[config.mk]
export PLATFORM = sky130hd
export DESIGN_NAME = seg_sequencer
export DESIGN_NICKNAME = d
export VERILOG_FILES = /design/src/rtl/seg_sequencer.sv
export SDC_FILE = /design/constraint.sdc
export NUM_CORES = 1
export LEC_CHECK = 0
export ABC_AREA = 1
export ABC_CLOCK_PERIOD_IN_PS = 4300
export CELL_PAD_IN_SITES_DETAIL_PLACEMENT = 0
export CELL_PAD_IN_SITES_GLOBAL_PLACEMENT = 1
export CORE_ASPECT_RATIO = 0.5
export CORE_MARGIN = 10
export CORE_UTILIZATION = 42
export DETAILED_ROUTE_END_ITERATION = 8
export PLACE_DENSITY_LB_ADDON = 0.1
export SYNTH_ARGS = -nofsm -noshare
export SYNTH_HDL_FRONTEND = slang
export SYNTH_SLANG_ARGS = --single-unit
[constraint.sdc]
create_clock -name clk_2 -period 4.3 [get_ports clk_2]
set_input_delay 0.43 -clock clk_2 [delete_from_list [all_inputs] [get_ports clk_2]]
set_output_delay 0.43 -clock clk_2 [all_outputs]
set_load 0.1 [all_outputs]
[src/rtl/seg_sequencer.sv]
// Up/down state sequencer with prescaler, synchronous saturating load and a
// seven-segment decode of the current state. Optional build macro:
// SEG_SEQUENCER_DP_WRAP_EN adds a decimal-point register toggled on every wrap.
module seg_sequencer #(
    parameter int NSTATES  = 4,
    parameter int PRESCALE = 1
) (
    input  logic       clk_2,
    input  logic       rst_n,
    input  logic       enable,
    input  logic       dir,
    input  logic       load,
    input  logic [3:0] load_val,
    output logic [3:0] state_o,
    output logic [7:0] SEG,
    output logic       wrap
);

    localparam logic [3:0]  STATE_MAX = 4'(NSTATES - 1);
    localparam logic [15:0] PRESC_MAX = 16'(PRESCALE - 1);

    function automatic logic [6:0] seg_decode(input logic [3:0] v);
        logic [6:0] p;
        case (v)
            4'h0:    p = 7'h3F;
            4'h1:    p = 7'h06;
            4'h2:    p = 7'h5B;
            4'h3:    p = 7'h4F;
            4'h4:    p = 7'h66;
            4'h5:    p = 7'h6D;
            4'h6:    p = 7'h7D;
            4'h7:    p = 7'h07;
            4'h8:    p = 7'h7F;
            4'h9:    p = 7'h6F;
            4'hA:    p = 7'h77;
            4'hB:    p = 7'h7C;
            4'hC:    p = 7'h39;
            4'hD:    p = 7'h5E;
            4'hE:    p = 7'h79;
            4'hF:    p = 7'h71;
            default: p = 7'h00;
        endcase
        return p;
    endfunction

    logic [3:0]  state_r;
    logic [3:0]  state_next_s;
    logic [15:0] presc_r;
    logic [15:0] presc_next_s;
    logic        wrap_r;
    logic        wrap_next_s;
    logic        tick_s;
    logic        dp_s;

    // Next-state decode: load beats the tick, a disabled cycle freezes everything.
    always_comb begin
        state_next_s = state_r;
        presc_next_s = presc_r;
        wrap_next_s  = 1'b0;
        tick_s       = enable && (presc_r == PRESC_MAX);
        if (load) begin
            state_next_s = (load_val > STATE_MAX) ? STATE_MAX : load_val;
            presc_next_s = 16'd0;
        end else if (tick_s) begin
            presc_next_s = 16'd0;
            if (!dir) begin
                if (state_r >= STATE_MAX) begin
                    state_next_s = 4'd0;
                    wrap_next_s  = 1'b1;
                end else begin
                    state_next_s = state_r + 4'd1;
                end
            end else begin
                if (state_r == 4'd0) begin
                    state_next_s = STATE_MAX;
                    wrap_next_s  = 1'b1;
                end else begin
                    state_next_s = state_r - 4'd1;
                end
            end
        end else if (enable) begin
            presc_next_s = presc_r + 16'd1;
        end else begin
            presc_next_s = presc_r;
        end
    end

    // State, prescaler and wrap pulse registers.
    always_ff @(posedge clk_2 or negedge rst_n) begin
        if (!rst_n) begin
            state_r <= 4'd0;
            presc_r <= 16'd0;
            wrap_r  <= 1'b0;
        end else begin
            state_r <= state_next_s;
            presc_r <= presc_next_s;
            wrap_r  <= wrap_next_s;
        end
    end

`ifdef SEG_SEQUENCER_DP_WRAP_EN
    logic dp_r;

    // Decimal point flips on the same edge the wrapped state is loaded.
    always_ff @(posedge clk_2 or negedge rst_n) begin
        if (!rst_n) begin
            dp_r <= 1'b0;
        end else if (wrap_next_s) begin
            dp_r <= ~dp_r;
        end else begin
            dp_r <= dp_r;
        end
    end

    assign dp_s = dp_r;
`else
    assign dp_s = 1'b0;
`endif

    assign state_o = state_r;
    assign wrap    = wrap_r;
    assign SEG     = {dp_s, seg_decode(state_r)};

endmodule

==> impl_results.md, run 1 <==
- Clock Tree Root: clkbuf_8
- Antenna diode count: 0
- Post-Route Setup TNS: 0 ns
- Final setup viols: 0
- Multi-input gate area: 920.9 µm²
- Cts bufs inserted: 3
- Class of the worst hold path: reg -> reg
- RePlAce Congestion: 0.8453
- Syn_nets: 256
- Vias in the first global route: 1429
- Detailed placement HPWL: 3005 µm
- Worst-Skew Late Latency: 0.26 ns
- H-tree depth: 1
- # rows: 15
- Crit path kind: reg -> out
- Measured slew at the worst slew-check pin: 1.021 ns
- Tmin final: 3.150 ns
- CP Max Fanout: 8
- Setup bufs post-CTS: 0
- Final cell count without fillers: 307
- Fillcell total: 363
- # DRC: 0
- Vias/cell: 4.961
- Sequential area share after synthesis: 32.71%
- #FFs+latches synth: 21
- Post-CTS sizing: 0
- Crit path top cell by count: a21oi_1
- Synth warnings: 0
- Mapped Area: 0.001607 mm²
- Final hold viol count: 0
- Combinational Power Share: 47.3%
- First-pass GRT wire length: 6520 µm
- Area growth syn-to-layout: 17.45%
- Top-area cell type share of the netlist area: 32.71%
- Min-delay src: presc_r[15]
- Status: finished, final reports clean
- CTS tree: built
- PwrDens: 347.0 mW/mm²
- Post-route ant nets: 0
- Initial core utilization: 45.29%
- Maxcap violations: 0
- Slew headroom: 31.74%
- Routed length per placed instance: 12.53 µm
- Register area: 525.5 µm²
- DRT iter0 DRCs: 63
- Die H: 63.74 µm
- Netlist cell types: 26
- Critical Path End Type: output pin
- Critical Path RT: 3.87 ns
- Largest net degree at the start of global routing: 22
- Clock share of power: 20.0%
- CTS Buffer Depth: 2
- Yosys top cell by area: dfrtp_1
- Total track usage: 11.11%
- Reg power frac: 32.6%
- Clock Sinks: 21
- Crit-path cells: inv_1 > ha_1 > a21oi_1 > inv_1 > a21oi_1 > a21oi_1 > clkdlybuf4s50_1
- Net Sw Power: 314.8 µW
- Peak VDD IR: 0.1166 mV
- Final period util: 73.25%
- Max incr delay on CP: 1.15 ns
- Sw Share: 48.09%
- Slowest-stage cell, CP: clkdlybuf4s50_1
- Initial antenna violation count: 0
- NumNets Final: 277
- RSZ-0062 raised after global routing: false
- Global route overflow: 0
- CTS clock-pin slew for the worst setup and hold paths: 0.08 ns
- Syn Area/Cell: 6.807 µm²
- Num ports: 22
- DRT Pass-1 Iters: 4
- Clock Skew: 0.0007598 ns
- Setup crit start: state_o[0]
- Via Count: 1523
- Final WL: 3847 µm
- Synth Instances: 236
- Worst hold slack: 0.5498 ns
- Final Instance Area: 0.001887 mm²
- FMAX: 317.5 MHz
- Internal power: 339.8 µW
- Total core area: 0.003547 mm²
- Crit start category: flip-flop
- Worst R2R Start: presc_r[0]
- Layout cell share with drive strength beyond 1: 7.031%
- Full die area: 0.006849 mm²
- PortBufs: 20
- Die width: 107.5 µm
- Synth top area cells: dfrtp_1, nand2_1, ha_1
- DP Cell Count: 303
- WP data arrival: 2.72 ns
- LEAKAGE: 0.0009104 µW
- Placed Area: 0.001842 mm²
- Cts hold-fix bufs: 0
- Max Slew Vio Count: 0
metal layers:
metal / share of wire, % / global-route usage (%) / wire length, µm / vias to the layer above
met2: 46 / 19.09 / 1765 / 29
li1: - / - / - / 793
met3: 5.9 / 3.200 / 227 / 2
met1: 48 / 14.01 / 1841 / 699
met5: 0 / 0 / 0 / -
met4: 0.31 / 0.9934 / 12 / 0
power groups by stage:
stage          registers (µW)  logic, µW  clock network, µW
4_1_cts                   214        312                137
5_1_grt                   216        327                145
3_5_place_dp              218        312                  0
2_1_floorplan             252        202                  0
6_report                  214        310                131
3_3_place_gp              217        312                  0
worst max-delay path: cells and delay by family, from the launching register on:
| kind | cells | cell delay, ns |
|---|---|---|
| flops | 1 | 0.47 |
| compound gates | 3 | 0.23 |
| buf+inv | 3 | 1.40 |
| fa+ha+maj | 1 | 0.36 |
final timing paths:
check / endpoint / slack [ns] / depth (start not counted)
setup reg to reg: presc_r[7] / 2.67 / 7
min in group asynchronous: presc_r[4] / 0.72 / 1
hold / removal: presc_r[15] / 0.55 / 2
max in group asynchronous: presc_r[0] / 2.96 / 1
setup / recovery: SEG[3] / 1.15 / 7
hold reg to reg: presc_r[15] / 0.55 / 2
cell type report:
| type | instances | area share (%) |
|---|---|---|
| clock buffer | 4 | 2.387 |
| inverter | 35 | 6.963 |
| multi-input combinational | 176 | 48.81 |
| sequential | 21 | 27.85 |
| tap | 51 | 3.382 |
| timing repair buffer | 20 | 10.61 |
state kept, by name (all words and copies together) (netlist names):
name     cells
wrap         1
state_o      4
presc_r     16
placed cells by master (no fill, tap or decap):
master and count:
nor2_2 5, ha_1 11, inv_1 34, nor2_1 28, dfrtp_1 21, inv_2 1
nor3_2 1, clkbuf_8 3, o22ai_1 1, a21oi_2 1, a21oi_1 9, clkdlybuf4s50_1 20
nand2_2 2, o21ai_0 9, nand4_1 6, o21bai_1 2, nand2_1 59, clkbuf_1 1
nand2_4 1, nand3_1 23, o211ai_1 1, o31ai_1 1, nor3_1 8, conb_1 1
o21ai_1 3, nor2_4 4
per-stage QoR:
step           power, µW  setup WS [ns]  util [%]
6_report           654.7          1.150     53.19
5_1_grt            687.7         0.9783     53.19
4_1_cts            663.2          1.136     53.19
2_1_floorplan      453.7         0.3840         -
3_5_place_dp       530.1          1.435     51.92
3_3_place_gp       528.7          1.484     51.92
cell usage after synthesis (all sizes together):
cell and n:
inv 35, nor2 37, o211ai 1, o21bai 2
buf 4, o21ai 12, nand4 6, nand2 62
a21oi 10, nor3 9, conb 1, o22ai 1
dfrtp 21, ha 11, nand3 23, o31ai 1
cells by family after synthesis:
group	share of synthesized area [%]
AOI/OAI and AO/OA	9.346
adders and majority gates	8.567
buffers and inverters	9.969
DFF	32.71
other	0.2334
and+or+nand+nor	39.17
(Power assumes the default switching activity.)
==> run 2: changes to the inputs <==
Settings changed: ABC_CLOCK_PERIOD_IN_PS 4300 to 2650, CORE_UTILIZATION 42 to 35.
Clock period 4.3 ns to 2.65 ns, I/O delays scaled along.
==> impl_results.md, run 2 (synthesis gave the netlist of run 1 again) <==
- WP data arrival: 1.77 ns (was 2.72 ns)
- Critical Path End Type: output pin (unchanged)
- Largest net degree at the start of global routing: 15 (was 22)
- Die H: 67.91 µm (was 63.74 µm)
- Crit Reg-Reg Endpoint: presc_r[7] (unchanged)
- Crit path kind: reg -> out (unchanged)
- Cts hold-fix bufs: 0 (unchanged)
- Total core area: 0.004424 mm² (was 0.003547 mm²)
- Layout cell share with drive strength beyond 1: 15.95% (was 7.031%)
- Slew headroom: 55.44% (was 31.74%)
- Commonest non-fill, non-tap cell in the layout: nand2_1 (unchanged)
- Vias/cell: 4.866 (was 4.961)
- Worst-Skew Late Latency: 0.27 ns (was 0.26 ns)
- Cts bufs inserted: 3 (unchanged)
- Die width: 115.8 µm (was 107.5 µm)
- CP Max Fanout: 8 (unchanged)
- Multi-input gate area: 955.9 µm² (was 920.9 µm²)
- Detailed placement HPWL: 3222 µm (was 3005 µm)
- Setup crit start: state_o[1] (was state_o[0])
- Num ports: 22 (unchanged)
- CTS Buffer Depth: 2 (unchanged)
- Maxcap violations: 0 (unchanged)
- Commonest non-fill, non-tap cells in the layout: nand2_1, inv_1, nor2_1, nand3_1, dfrtp_1 (unchanged)
- Full die area: 0.007864 mm² (was 0.006849 mm²)
- Area growth syn-to-layout: 19.63% (was 17.45%)
- Final period util: 76.81%
- Largest register FFs: 16 (unchanged)
- Worst R2R Start: presc_r[0] (unchanged)
- Setup bufs post-CTS: 0 (unchanged)
- DRT iter0 DRCs: 117 (was 63)
- Peak VDD IR: 0.2748 mV (was 0.1166 mV)
- H-tree depth: 1 (unchanged)
- Clock Skew: 0.001274 ns (was 0.0007598 ns)
- Final Util: 43.44% (was 53.19%)
- NumNets Final: 278 (was 277)
- Antenna diode count: 0 (unchanged)
- Initial core utilization: 36.31% (was 45.29%)
- LEAKAGE: 0.0009199 µW (was 0.0009104 µW)
- Initial antenna violation count: 0 (unchanged)
- # rows: 17 (was 15)
- Post-CTS sizing: 0 (unchanged)
- Clock Tree Root: clkbuf_8 (unchanged)
- # DRC: 0 (unchanged)
- Largest reg by FF count: presc_r (unchanged)
- Routed length per placed instance: 12.74 µm (was 12.53 µm)
- R2r setup slk: 1.01 ns (was 2.67 ns)
- Critical Path RT: 2.38 ns (was 3.87 ns)
- Measured slew at the worst slew-check pin: 0.6663 ns (was 1.021 ns)
- RePlAce Congestion: 0.8431 (was 0.8453)
- Final hold viol count: 0 (unchanged)
- First-pass GRT wire length: 6941 µm (was 6520 µm)
- Fillcell total: 482 (was 363)
- Final setup viols: 0 (unchanged)
- Worst r2r path cells: 7 (unchanged)
- Register area: 535.5 µm² (was 525.5 µm²)
- Post-route ant nets: 0 (unchanged)
- DRT Pass-1 Iters: 4 (unchanged)
- Clock Sinks: 21 (unchanged)
- Status: finished, final reports clean (unchanged)
- Placed Area: 0.001877 mm² (was 0.001842 mm²)
- FMAX: 491.3 MHz
- PwrDens: 563.5 mW/mm² (was 347.0 mW/mm²)
- CTS clock-pin slew for the worst setup and hold paths: 0.08 ns (about the same)
- RSZ-0062 raised after global routing: false (unchanged)
- Final WL: 3999 µm (was 3847 µm)
- Vias in the first global route: 1476 (was 1429)
- Class of the worst hold path: in -> async (was reg -> reg)
- Via Count: 1528 (was 1523)
- Total track usage: 10.76% (was 11.11%)
- Crit start category: flip-flop (unchanged)
- Max Slew Vio Count: 0 (unchanged)
- Global route overflow: 0 (unchanged)
- PortBufs: 20 (unchanged)
- CTS tree: built (unchanged)
- Final Instance Area: 0.001922 mm² (was 0.001887 mm²)
- Tmin final: 2.035 ns
run 2: cell count changes in the layout (fill, tap and decap cells not counted), moves of 2 or more:
cell	change
dfrtp_2	+2
inv_1	-2
clkdlybuf4s50_1	-12
inv_4	+2
buf_4	+13
ha_4	+2
ha_1	-2
dfrtp_1	-4
dfrtp_4	+2
run 2: critical path, cell delays in order, from the launching register on:
cell	delay, ns
dfrtp_4	0.54
inv_4	0.11
ha_1	0.14
inv_1	0.07
o21ai_0	0.27
nand3_1	0.11
buf_4	0.25
run 2: power by group:
part / switching (µW) / total, µW / internal, µW
Combinational: 391 / 506 / 115
Clock: 112 / 219 / 107
Sequential: 25.1 / 358 / 333
run 2: through the flow:
step           setup slack [ns]  cells  hold WS, ns  setup TNS [ns]  total power, µW
4_1_cts                  0.5937    314       0.4270               0             1098
3_3_place_gp             0.8579    310       0.5314               0            873.2
6_report                 0.6146    314       0.3984               0             1083
3_5_place_dp             0.8510    310       0.5361               0            875.6
2_1_floorplan           -0.1394    236     -0.03059         -0.2181            761.3
5_1_grt                  0.4989    314       0.4505               0             1143
run 2: cell type report:
class	count	area share, %
well taps	57	3.711
repair buffers	21	9.245
flip-flops and latches	21	27.86
clock buffers	4	2.344
multi-input cells	176	49.74
inverters	35	7.096
run 2: how the worst max path moves through the flow:
stage | endpoint | slack, ns | depth (start not counted)
after detailed placement | presc_r[14] | 0.85 | 8
after global routing | SEG[3] | 0.50 | 7
after floorplan | SEG[6] | -0.14 | 4
after global placement | presc_r[10] | 0.86 | 8
final | SEG[5] | 0.61 | 6
after CTS | SEG[5] | 0.59 | 6
run 2: per-layer routing:
metal / GRT usage [%] / vias up / wire length [µm]
met1: 13.76 / 690 / 1962
met2: 17.34 / 35 / 1739
li1: - / 794 / -
met3: 2.967 / 9 / 235
met4: 3.715 / 0 / 62
met5: 0 / - / 0
==> run 3: changes to the inputs <==
Settings changed: ABC_CLOCK_PERIOD_IN_PS 2650 to 2000, CORE_UTILIZATION 35 to 39.
Clock period 2.65 ns to 2 ns, I/O delays scaled along.
==> impl_results.md, run 3 (synthesis gave the netlist of run 1 again) <==
- Status: finished, final reports clean (unchanged)
- DP Cell Count: 307 (was 310)
- Peak VDD IR: 0.2834 mV (was 0.2748 mV)
- R2r setup slk: 0.39 ns (was 1.01 ns)
- Final period util: 95.72%
- Detailed placement HPWL: 3159 µm (was 3222 µm)
- Multi-input gate area: 994.7 µm² (was 955.9 µm²)
- Final Util: 52.28% (was 43.44%)
- Power Total: 1575 µW (was 1083 µW)
- RSZ-0062 raised after global routing: false (unchanged)
- CTS tree: built (unchanged)
- Tmin final: 1.914 ns
- Clock Tree Root: clkbuf_8 (unchanged)
- Worst R2R Start: presc_r[0] (unchanged)
- Vias in the first global route: 1511 (was 1476)
- First-pass GRT wire length: 7189 µm (was 6941 µm)
- Post-route ant nets: 0 (unchanged)
- Final cell count without fillers: 313 (was 314)
- Worst hold slack: 0.2819 ns (was 0.3984 ns)
- Slew headroom: 65.44% (was 55.44%)
- Critical Path End Type: output pin (unchanged)
- Register area: 538.0 µm² (was 535.5 µm²)
- Worst-Skew Late Latency: 0.26 ns (was 0.27 ns)
- CTS clock-pin slew for the worst setup and hold paths: 0.08 ns (about the same)
- Cts hold-fix bufs: 0 (unchanged)
- NumNets Final: 280 (was 278)
- Clock Skew: 0.004232 ns (was 0.001274 ns)
- Layout cell share with drive strength beyond 1: 18.92% (was 15.95%)
- # DRC: 0 (unchanged)
- Final WL: 4027 µm (was 3999 µm)
- Clock Sinks: 21 (unchanged)
- Crit path kind: reg -> out (unchanged)
- Max Slew Vio Count: 0 (unchanged)
- Antenna diode count: 0 (unchanged)
- Via Count: 1514 (was 1528)
- CTS Buffer Depth: 2 (unchanged)
- # rows: 16 (was 17)
- H-tree depth: 1 (unchanged)
- Crit-path cells: inv_4 > ha_4 > a21oi_1 > inv_1 > a21oi_2 > a21oi_4 > buf_12 (was inv_4 > ha_1 > inv_1 > o21ai_0 > nand3_1 > buf_4)
- Num ports: 22 (unchanged)
- Full die area: 0.007242 mm² (was 0.007864 mm²)
- Total track usage: 11.67% (was 10.76%)
- Class of the worst hold path: in -> async (unchanged)
- Crit Reg-Reg Endpoint: presc_r[7] (unchanged)
- Slowest-stage cell, CP: dfrtp_4 (unchanged)
- Global route overflow: 0 (unchanged)
- Largest reg by FF count: presc_r (unchanged)
- RePlAce Congestion: 0.8733 (was 0.8431)
- Measured slew at the worst slew-check pin: 0.5185 ns (was 0.6663 ns)
- Cts bufs inserted: 3 (unchanged)
- Routed length per placed instance: 12.87 µm (was 12.74 µm)
- Die width: 110.8 µm (was 115.8 µm)
- Commonest non-fill, non-tap cell in the layout: nand2_1 (unchanged)
- Initial antenna violation count: 0 (unchanged)
- CP Max Fanout: 8 (unchanged)
- Critical Path RT: 1.80 ns (was 2.38 ns)
- LEAKAGE: 0.0009782 µW (was 0.0009199 µW)
- WP data arrival: 1.71 ns (was 1.77 ns)
- Area growth syn-to-layout: 28.35% (was 19.63%)
- Final setup viols: 0 (unchanged)
- Commonest non-fill, non-tap cells in the layout: nand2_1, inv_1, nor2_1, nand3_1, dfrtp_1 (unchanged)
- Max incr delay on CP: 0.54 ns (about the same)
- PwrDens: 763.7 mW/mm² (was 563.5 mW/mm²)
- Setup crit start: state_o[0] (was state_o[1])
- Post-Route Setup TNS: 0 ns (unchanged)
- Largest register FFs: 16 (unchanged)
- Total core area: 0.003944 mm² (was 0.004424 mm²)
- PortBufs: 20 (unchanged)
- Crit start category: flip-flop (unchanged)
- Fillcell total: 388 (was 482)
- DRT Pass-1 Iters: 4 (unchanged)
- Die H: 65.39 µm (was 67.91 µm)
- Largest net degree at the start of global routing: 22 (was 15)
- FMAX: 522.4 MHz
- DRT iter0 DRCs: 42 (was 117)
- Initial core utilization: 40.74% (was 36.31%)
- Worst r2r path cells: 7 (unchanged)
- Final hold viol count: 0 (unchanged)
- Vias/cell: 4.837 (was 4.866)
- Maxcap violations: 0 (unchanged)
run 3: cell types whose count changed in the layout (fill, tap and decap cells not counted), sizes merged:
cell,change
buf,+2
run 3: where the power goes:
group          leakage [µW]  internal, µW  switching [µW]
Sequential         0.000283           442            28.9
Clock             0.0000228           142             137
Combinational      0.000673           266             560
run 3: per-stage QoR:
stage,cell area [µm²],setup WS [ns]
floorplan,1690,-0.7244
global placement,1994,0.2832
detailed placement,1994,0.2322
CTS,2043,0.06629
global route,2062,0.004796
finish,2062,0.08561
run 3: final cells by class:
| cell class | instances | area share [%] |
|---|---|---|
| clock buffer | 4 | 2.184 |
| timing repair buffer | 23 | 13.59 |
| multi-input combinational | 176 | 48.24 |
| sequential | 21 | 26.09 |
| tap | 54 | 3.277 |
| inverter | 35 | 6.614 |
run 3: critical path: cells and delay by family (launching register included):
| kind | cells | cell delay, ns |
|---|---|---|
| flops | 1 | 0.54 |
| buf+inv | 3 | 0.36 |
| compound gates | 3 | 0.34 |
| fa+ha+maj | 1 | 0.21 |
run 3: worst max-delay path by stage:
stage,endpoint,cells after the start
3_3_place_gp,presc_r[10],8
5_1_grt,SEG[3],7
3_5_place_dp,SEG[0],6
4_1_cts,SEG[0],6
6_report,SEG[3],7
2_1_floorplan,SEG[6],4
run 3: what timing repair did:
item	in CTS	in global routing
setup endpoints to repair	3	3
resized for setup	2	1
setup buffers	0	2
run 3: per-layer routing:
| layer | global-route usage (%) | vias to the layer above | part of all wire, % |
|---|---|---|---|
| li1 | - | 806 | - |
| met1 | 14.49 | 684 | 49 |
| met2 | 20.47 | 22 | 47 |
| met3 | 3.170 | 2 | 3.5 |
| met4 | 1.452 | 0 | 0.37 |
| met5 | 0 | - | 0 |
